===== config.mk =====
export PLATFORM = sky130hd
export DESIGN_NAME = write_regfile
export DESIGN_NICKNAME = d
export VERILOG_FILES = /design/src/rtl/write_regfile_pkg.sv /design/src/rtl/regfile_pending_buf.sv /design/src/rtl/write_regfile.sv
export SDC_FILE = /design/constraint.sdc
export NUM_CORES = 1
export LEC_CHECK = 0
export ABC_CLOCK_PERIOD_IN_PS = 1200
export CORE_AREA = 2 2 73 75
export CTS_CLUSTER_DIAMETER = 80
export DETAILED_ROUTE_END_ITERATION = 12
export DIE_AREA = 0 0 75 77
export PLACE_DENSITY_LB_ADDON = 0.05
export SYNTH_ARGS = -nofsm -noshare
export SYNTH_HDL_FRONTEND = slang
export SYNTH_SLANG_ARGS = --single-unit

===== constraint.sdc =====
create_clock -name clk -period 1.2 [get_ports clk]
set_input_delay 0.36 -clock clk [delete_from_list [all_inputs] [get_ports clk]]
set_output_delay 0.36 -clock clk [all_outputs]
set_load 0.05 [all_outputs]

===== src/rtl/write_regfile_pkg.sv =====
// Shared types for the register-file write-back stage: CPU stage encoding
// and the register-index width helper used by every module of this slice.
package write_regfile_pkg;

  typedef enum logic [1:0] {
    ST_FETCH  = 2'd0,
    ST_DECODE = 2'd1,
    ST_EXEC   = 2'd2,
    MEMSTORE  = 2'd3
  } stage_t;

  // Index width for a bank of n registers; a single register still needs one bit.
  function automatic int ridx_w(input int n);
    return (n > 1) ? $clog2(n) : 1;
  endfunction

endpackage


===== src/rtl/regfile_pending_buf.sv =====
// Pending write buffer: collects port writes between commits, merges them with
// this cycle's port writes (highest port wins) and flags same-index collisions.
module regfile_pending_buf
  import write_regfile_pkg::*;
#(
  parameter int NUM_REGS   = 4,
  parameter int DATA_W     = 4,
  parameter int NUM_WPORTS = 2,
  localparam int RIDX_W    = ridx_w(NUM_REGS)
) (
  input  logic                                 clk,
  input  logic                                 n_reset,
  input  logic                                 clr_i,
  input  logic [NUM_WPORTS-1:0]                wr_en_i,
  input  logic [NUM_WPORTS-1:0][RIDX_W-1:0]    wr_addr_i,
  input  logic [NUM_WPORTS-1:0][DATA_W-1:0]    wr_data_i,
  output logic [NUM_REGS-1:0][DATA_W-1:0]      merged_data_o,
  output logic [NUM_REGS-1:0]                  merged_vld_o,
  output logic [NUM_REGS-1:0]                  pend_vld_o,
  output logic                                 conflict_o
);

  logic [NUM_REGS-1:0][DATA_W-1:0] pend_data_q, pend_data_d;
  logic [NUM_REGS-1:0]             pend_vld_q, pend_vld_d;
  logic                            conflict_q, conflict_d;
  logic [NUM_REGS-1:0]             hit;
  logic                            conflict_now;

  // Ports are walked in ascending order so a higher-numbered port overrides.
  always_comb begin
    merged_data_o = pend_data_q;
    merged_vld_o  = pend_vld_q;
    hit           = '0;
    conflict_now  = 1'b0;
    for (int p = 0; p < NUM_WPORTS; p++) begin
      if (wr_en_i[p] && (int'(wr_addr_i[p]) < NUM_REGS)) begin
        if (hit[wr_addr_i[p]]) conflict_now = 1'b1;
        hit[wr_addr_i[p]]           = 1'b1;
        merged_data_o[wr_addr_i[p]] = wr_data_i[p];
        merged_vld_o[wr_addr_i[p]]  = 1'b1;
      end
    end
  end

  always_comb begin
    pend_data_d = clr_i ? '0 : merged_data_o;
    pend_vld_d  = clr_i ? '0 : merged_vld_o;
    conflict_d  = conflict_q | conflict_now;
  end

  always_ff @(posedge clk or negedge n_reset) begin
    if (!n_reset) begin
      pend_data_q <= '0;
      pend_vld_q  <= '0;
      conflict_q  <= 1'b0;
    end else begin
      pend_data_q <= pend_data_d;
      pend_vld_q  <= pend_vld_d;
      conflict_q  <= conflict_d;
    end
  end

  assign pend_vld_o = pend_vld_q;
  assign conflict_o = conflict_q;

endmodule


===== src/rtl/write_regfile.sv =====
// Register-file write-back stage: commits buffered writes into cur on MEMSTORE.
// Optional shadow bank for save/restore is enabled by WRITE_REGFILE_SHADOW_EN.
module write_regfile
  import write_regfile_pkg::*;
#(
  parameter int NUM_REGS   = 4,
  parameter int DATA_W     = 4,
  parameter int NUM_WPORTS = 2,
  parameter int CNT_W      = 8,
  localparam int RIDX_W    = ridx_w(NUM_REGS)
) (
  input  logic                              clk,
  input  logic                              n_reset,
  input  stage_t                            stage,
  input  logic [NUM_WPORTS-1:0]             wr_en,
  input  logic [NUM_WPORTS-1:0][RIDX_W-1:0] wr_addr,
  input  logic [NUM_WPORTS-1:0][DATA_W-1:0] wr_data,
  input  logic                              flush,
`ifdef WRITE_REGFILE_SHADOW_EN
  input  logic                              save,
  input  logic                              restore,
`endif
  output logic [NUM_REGS-1:0][DATA_W-1:0]   cur,
  output logic [NUM_REGS-1:0]               pending_vld,
  output logic                              conflict,
  output logic [CNT_W-1:0]                  commit_cnt
);

  logic [NUM_REGS-1:0][DATA_W-1:0] cur_q, cur_d;
  logic [CNT_W-1:0]                cnt_q, cnt_d;
  logic [NUM_REGS-1:0][DATA_W-1:0] merged_data;
  logic [NUM_REGS-1:0]             merged_vld;
  logic                            is_commit;
  logic                            clr;
  logic                            restore_w;

`ifdef WRITE_REGFILE_SHADOW_EN
  logic [NUM_REGS-1:0][DATA_W-1:0] shadow_q, shadow_d;

  assign restore_w = restore;

  // Shadow captures the pre-edge cur, so save+restore swaps the two banks.
  always_comb shadow_d = save ? cur_q : shadow_q;

  always_ff @(posedge clk or negedge n_reset) begin
    if (!n_reset) shadow_q <= '0;
    else          shadow_q <= shadow_d;
  end
`else
  logic [NUM_REGS-1:0][DATA_W-1:0] shadow_q;

  assign restore_w = 1'b0;
  assign shadow_q  = '0;
`endif

  assign is_commit = (stage == MEMSTORE);
  assign clr       = is_commit | flush | restore_w;

  regfile_pending_buf #(
    .NUM_REGS   (NUM_REGS),
    .DATA_W     (DATA_W),
    .NUM_WPORTS (NUM_WPORTS)
  ) u_pend (
    .clk           (clk),
    .n_reset       (n_reset),
    .clr_i         (clr),
    .wr_en_i       (wr_en),
    .wr_addr_i     (wr_addr),
    .wr_data_i     (wr_data),
    .merged_data_o (merged_data),
    .merged_vld_o  (merged_vld),
    .pend_vld_o    (pending_vld),
    .conflict_o    (conflict)
  );

  // Restore outranks a commit; flush during MEMSTORE suppresses the commit.
  always_comb begin
    cur_d = cur_q;
    if (restore_w) begin
      cur_d = shadow_q;
    end else if (is_commit && !flush) begin
      for (int i = 0; i < NUM_REGS; i++) begin
        if (merged_vld[i]) cur_d[i] = merged_data[i];
      end
    end
    cnt_d = is_commit ? cnt_q + CNT_W'(1) : cnt_q;
  end

  always_ff @(posedge clk or negedge n_reset) begin
    if (!n_reset) begin
      cur_q <= '0;
      cnt_q <= '0;
    end else begin
      cur_q <= cur_d;
      cnt_q <= cnt_d;
    end
  end

  assign cur        = cur_q;
  assign commit_cnt = cnt_q;

endmodule


==> impl_metrics.py <==
metrics = {
    "run_status": {
        "run_status": "complete, but fails checks",
        "violations": "negative setup slack",
    },
    "sta": {
        "tightest_slew_ns": 0.3337,
        "max_slew_margin": 0.7775,
        "period_share": 1.158,
        "max_freq_mhz": 719.9,
        "hold_ws_ns": 0.3975,
        "period_needed_ns": 1.389,
        "rsz0062_at_grt": "true",
        "hold_viol_final": 0,
        "slew_viol_final": 0,
        "fin_ws_ns": -0.1892,
        "setup_violations": 45,
        "skew_ns": 0.01115,
    },
    "synth": {
        "yosys_warnings": 0,
        "ys_top_cells_by_area": "dfrtp_1, mux2_4, nand2_1",
        "syn_avg_cell_area_um2": 11.15,
        "yosysUniqueCellTypes": 30,
        "yosys.area.top_type": "dfrtp_1",
        "ys_seq_area_frac": 0.5128,
        "netlist_area_mm2": 0.002196,
        "syn-num-nets": 217,
        "synth_seq_cells": 45,
        "synth_top_area_frac": 0.5128,
        "syn_inst": 197,
    },
    "layout": {
        "layout_common_cells": "buf_4, dfrtp_1, nand2_1, buf_12, nor2_1",
        "final_common_cell": "buf_4",
        "final_nets": 317,
        "layout-drive-gt1-share": 0.4933,
        "multi_input_area_mm2": 0.001137,
        "n_fill_cell": 335,
        "antennaDiodeCount": 0,
        "ff_latch_area_mm2": 0.001135,
        "syn2layout_area_growth_pct": 67.92,
    },
    "critical_path": {
        "r2r_setup_slack_ns": -0.19,
        "crit_start": "u_pend.pend_vld_o[2]",
        "cp-endpoint": "cur[8]",
        "worstReg2RegStart": "u_pend.pend_vld_o[2]",
        "critical_path_class": "flip-flop to flip-flop",
        "crit_fanout": 4,
        "end_kind": "flip-flop",
        "start_kind": "flip-flop",
        "worstReg2RegEnd": "cur[8]",
        "worstPathRequired_ns": 1.40,
        "arrival_ns": 1.59,
        "reg2regPathDepth": 4,
    },
    "detailed_routing": {
        "routed_via_density": 4.989,
        "ant_nets": 0,
        "wl_per_cell_um": 15.93,
        "dr.pass1.iters": 4,
        "first_iter_violations": 91,
        "route.vias.total": 1836,
        "drc": 0,
        "wirelength_um": 5861,
    },
    "clock_tree": {
        "clockBufferDepth": 2,
        "cts-root-buf": "clkbuf_8",
        "cts_tree": "built",
        "clk_latency_ns": 0.31,
        "cts_made_buffers": 5,
        "clock-sinks": 45,
        "htreeDepth": 2,
        "clkTransAtPathRegs_ns": 0.09,
    },
    "place": {
        "gp_congestion": 0.8981,
        "place_ws_ns": -0.9837,
        "io_buffers": 47,
        "hpwlAfterDp_um": 4198,
    },
    "hold_path": {
        "hp-class": "input port to flip-flop",
    },
    "grt": {
        "grt_max_degree": 20,
        "grt_pass1_wl_um": 9508,
        "grt_overflow": 0,
        "antenna_found_initial": 0,
        "track_usage": 0.2198,
        "grt_pass1_vias": 1991,
    },
    "floorplan": {
        "ios": 48,
        "coreArea_mm2": 0.004977,
        "dieArea_mm2": 0.005775,
        "num_rows": 26,
        "dieHeight_um": 77,
        "dieWidth_um": 75,
        "start_util": 0.4412,
    },
    "power_and_ir_drop": {
        "leakagePower_nw": 1.756,
        "vdd_ir_drop_max_v": 0.001382,
        "power_per_cell_area_mw_per_mm2": 1640,
    },
    "run": {
        "maxCapViolations": 0,
    },
}
[metal layers]
| layer | share of wire | global-route usage | vias up |
|---|---|---|---|
| met5 | 0 | 0 | - |
| met1 | 0.43 | 0.2721 | 909 |
| li1 | - | - | 871 |
| met4 | 0.024 | 0.08571 | 0 |
| met3 | 0.032 | 0.04862 | 13 |
| met2 | 0.52 | 0.3649 | 43 |
[worst max-delay path: stages (launching register included)]
cell and delay [ns]:
dfrtp_1 0.40, buf_6 0.12, nor3b_4 0.04, or3_4 0.41, mux2_4 0.32
[worst min path at each step]
stage / start / end / cells after the start
2_1_floorplan: n_reset / commit_cnt[0] / 0
3_3_place_gp: n_reset / cur[8] / 1
3_5_place_dp: n_reset / cur[8] / 1
4_1_cts: wr_en[0] / u_pend.conflict_o / 2
5_1_grt: wr_en[0] / u_pend.conflict_o / 2
6_report: wr_en[0] / u_pend.conflict_o / 2
[through the flow]
step / power (W) / util / cell area, um^2 / TNS (ns) / cells
global route: 0.006280 / 0.7408 / 3687 / -5.208 / 368
finish: 0.006048 / 0.7408 / 3687 / -3.888 / 368
detailed placement: 0.004751 / 0.6536 / 3253 / -32.15 / 332
floorplan: 0.003356 / - / 2291 / -6.509 / 197
global placement: 0.004690 / 0.6536 / 3253 / -30.45 / 332
CTS: 0.006043 / 0.7285 / 3626 / -4.642 / 366
[repair_timing]
item,CTS,global route
pin swaps,9,8
resized for setup,60,19
endpoints found under the setup margin,71,59
hold buffers,1,0
hold endpoints to repair,9,0
buffers inserted,25,3
[final cells by class]
cell class / count / share of cell area
sequential: 45 / 0.3078
timing repair buffer: 100 / 0.3325
clock inverter: 1 / 0.001357
tap: 70 / 0.02375
clock buffer: 7 / 0.02613
multi-input combinational: 145 / 0.3084
[registers in the layout, summed over array words and instances, names as in the netlist]
name / flops
commit_cnt: 8
cur: 16
u_pend.conflict_o: 1
u_pend.pend_data_q: 16
u_pend.pend_vld_o: 4
[Yosys cell counts]
library cell,number
dfrtp_1,45
nand2_1,32
nor2_1,22
nor2b_1,16
a31oi_1,12
a21oi_1,8
mux2_4,8
xnor2_1,7
buf_6,5
mux2_1,5
mux2_2,4
nand4_1,3
nor3b_1,3
or3_4,3
and3b_1,2
clkbuf_1,2
nand3b_1,2
nand3b_4,2
nor3_2,2
nor3b_4,2
or3b_1,2
xor2_1,2
a41o_2,1
and2_1,1
and3_1,1
and3_2,1
ha_1,1
nand2b_1,1
nand3_1,1
nand3_2,1
[logic make-up (layout without fill, tap and decap cells)]
family	Yosys count	count (layout)	synth area share
multiplexers	17	17	0.1009
buffers and inverters	7	108	0.02906
AO/OA/AOI/OAI	21	21	0.05755
AND/OR/NAND/NOR	97	97	0.2581
adder cells (fa/ha/maj)	1	1	0.005697
XOR/XNOR	9	9	0.03590
flip-flops	45	45	0.5128
[report_power, final]
group / leakage, nW / internal [W] / switching (W)
clock: 0.0542 / 0.000521 / 0.000517
sequential: 0.585 / 0.00180 / 0.000283
combinational: 1.12 / 0.00155 / 0.00138
No activity file was read; power rests on OpenSTA's default activity.
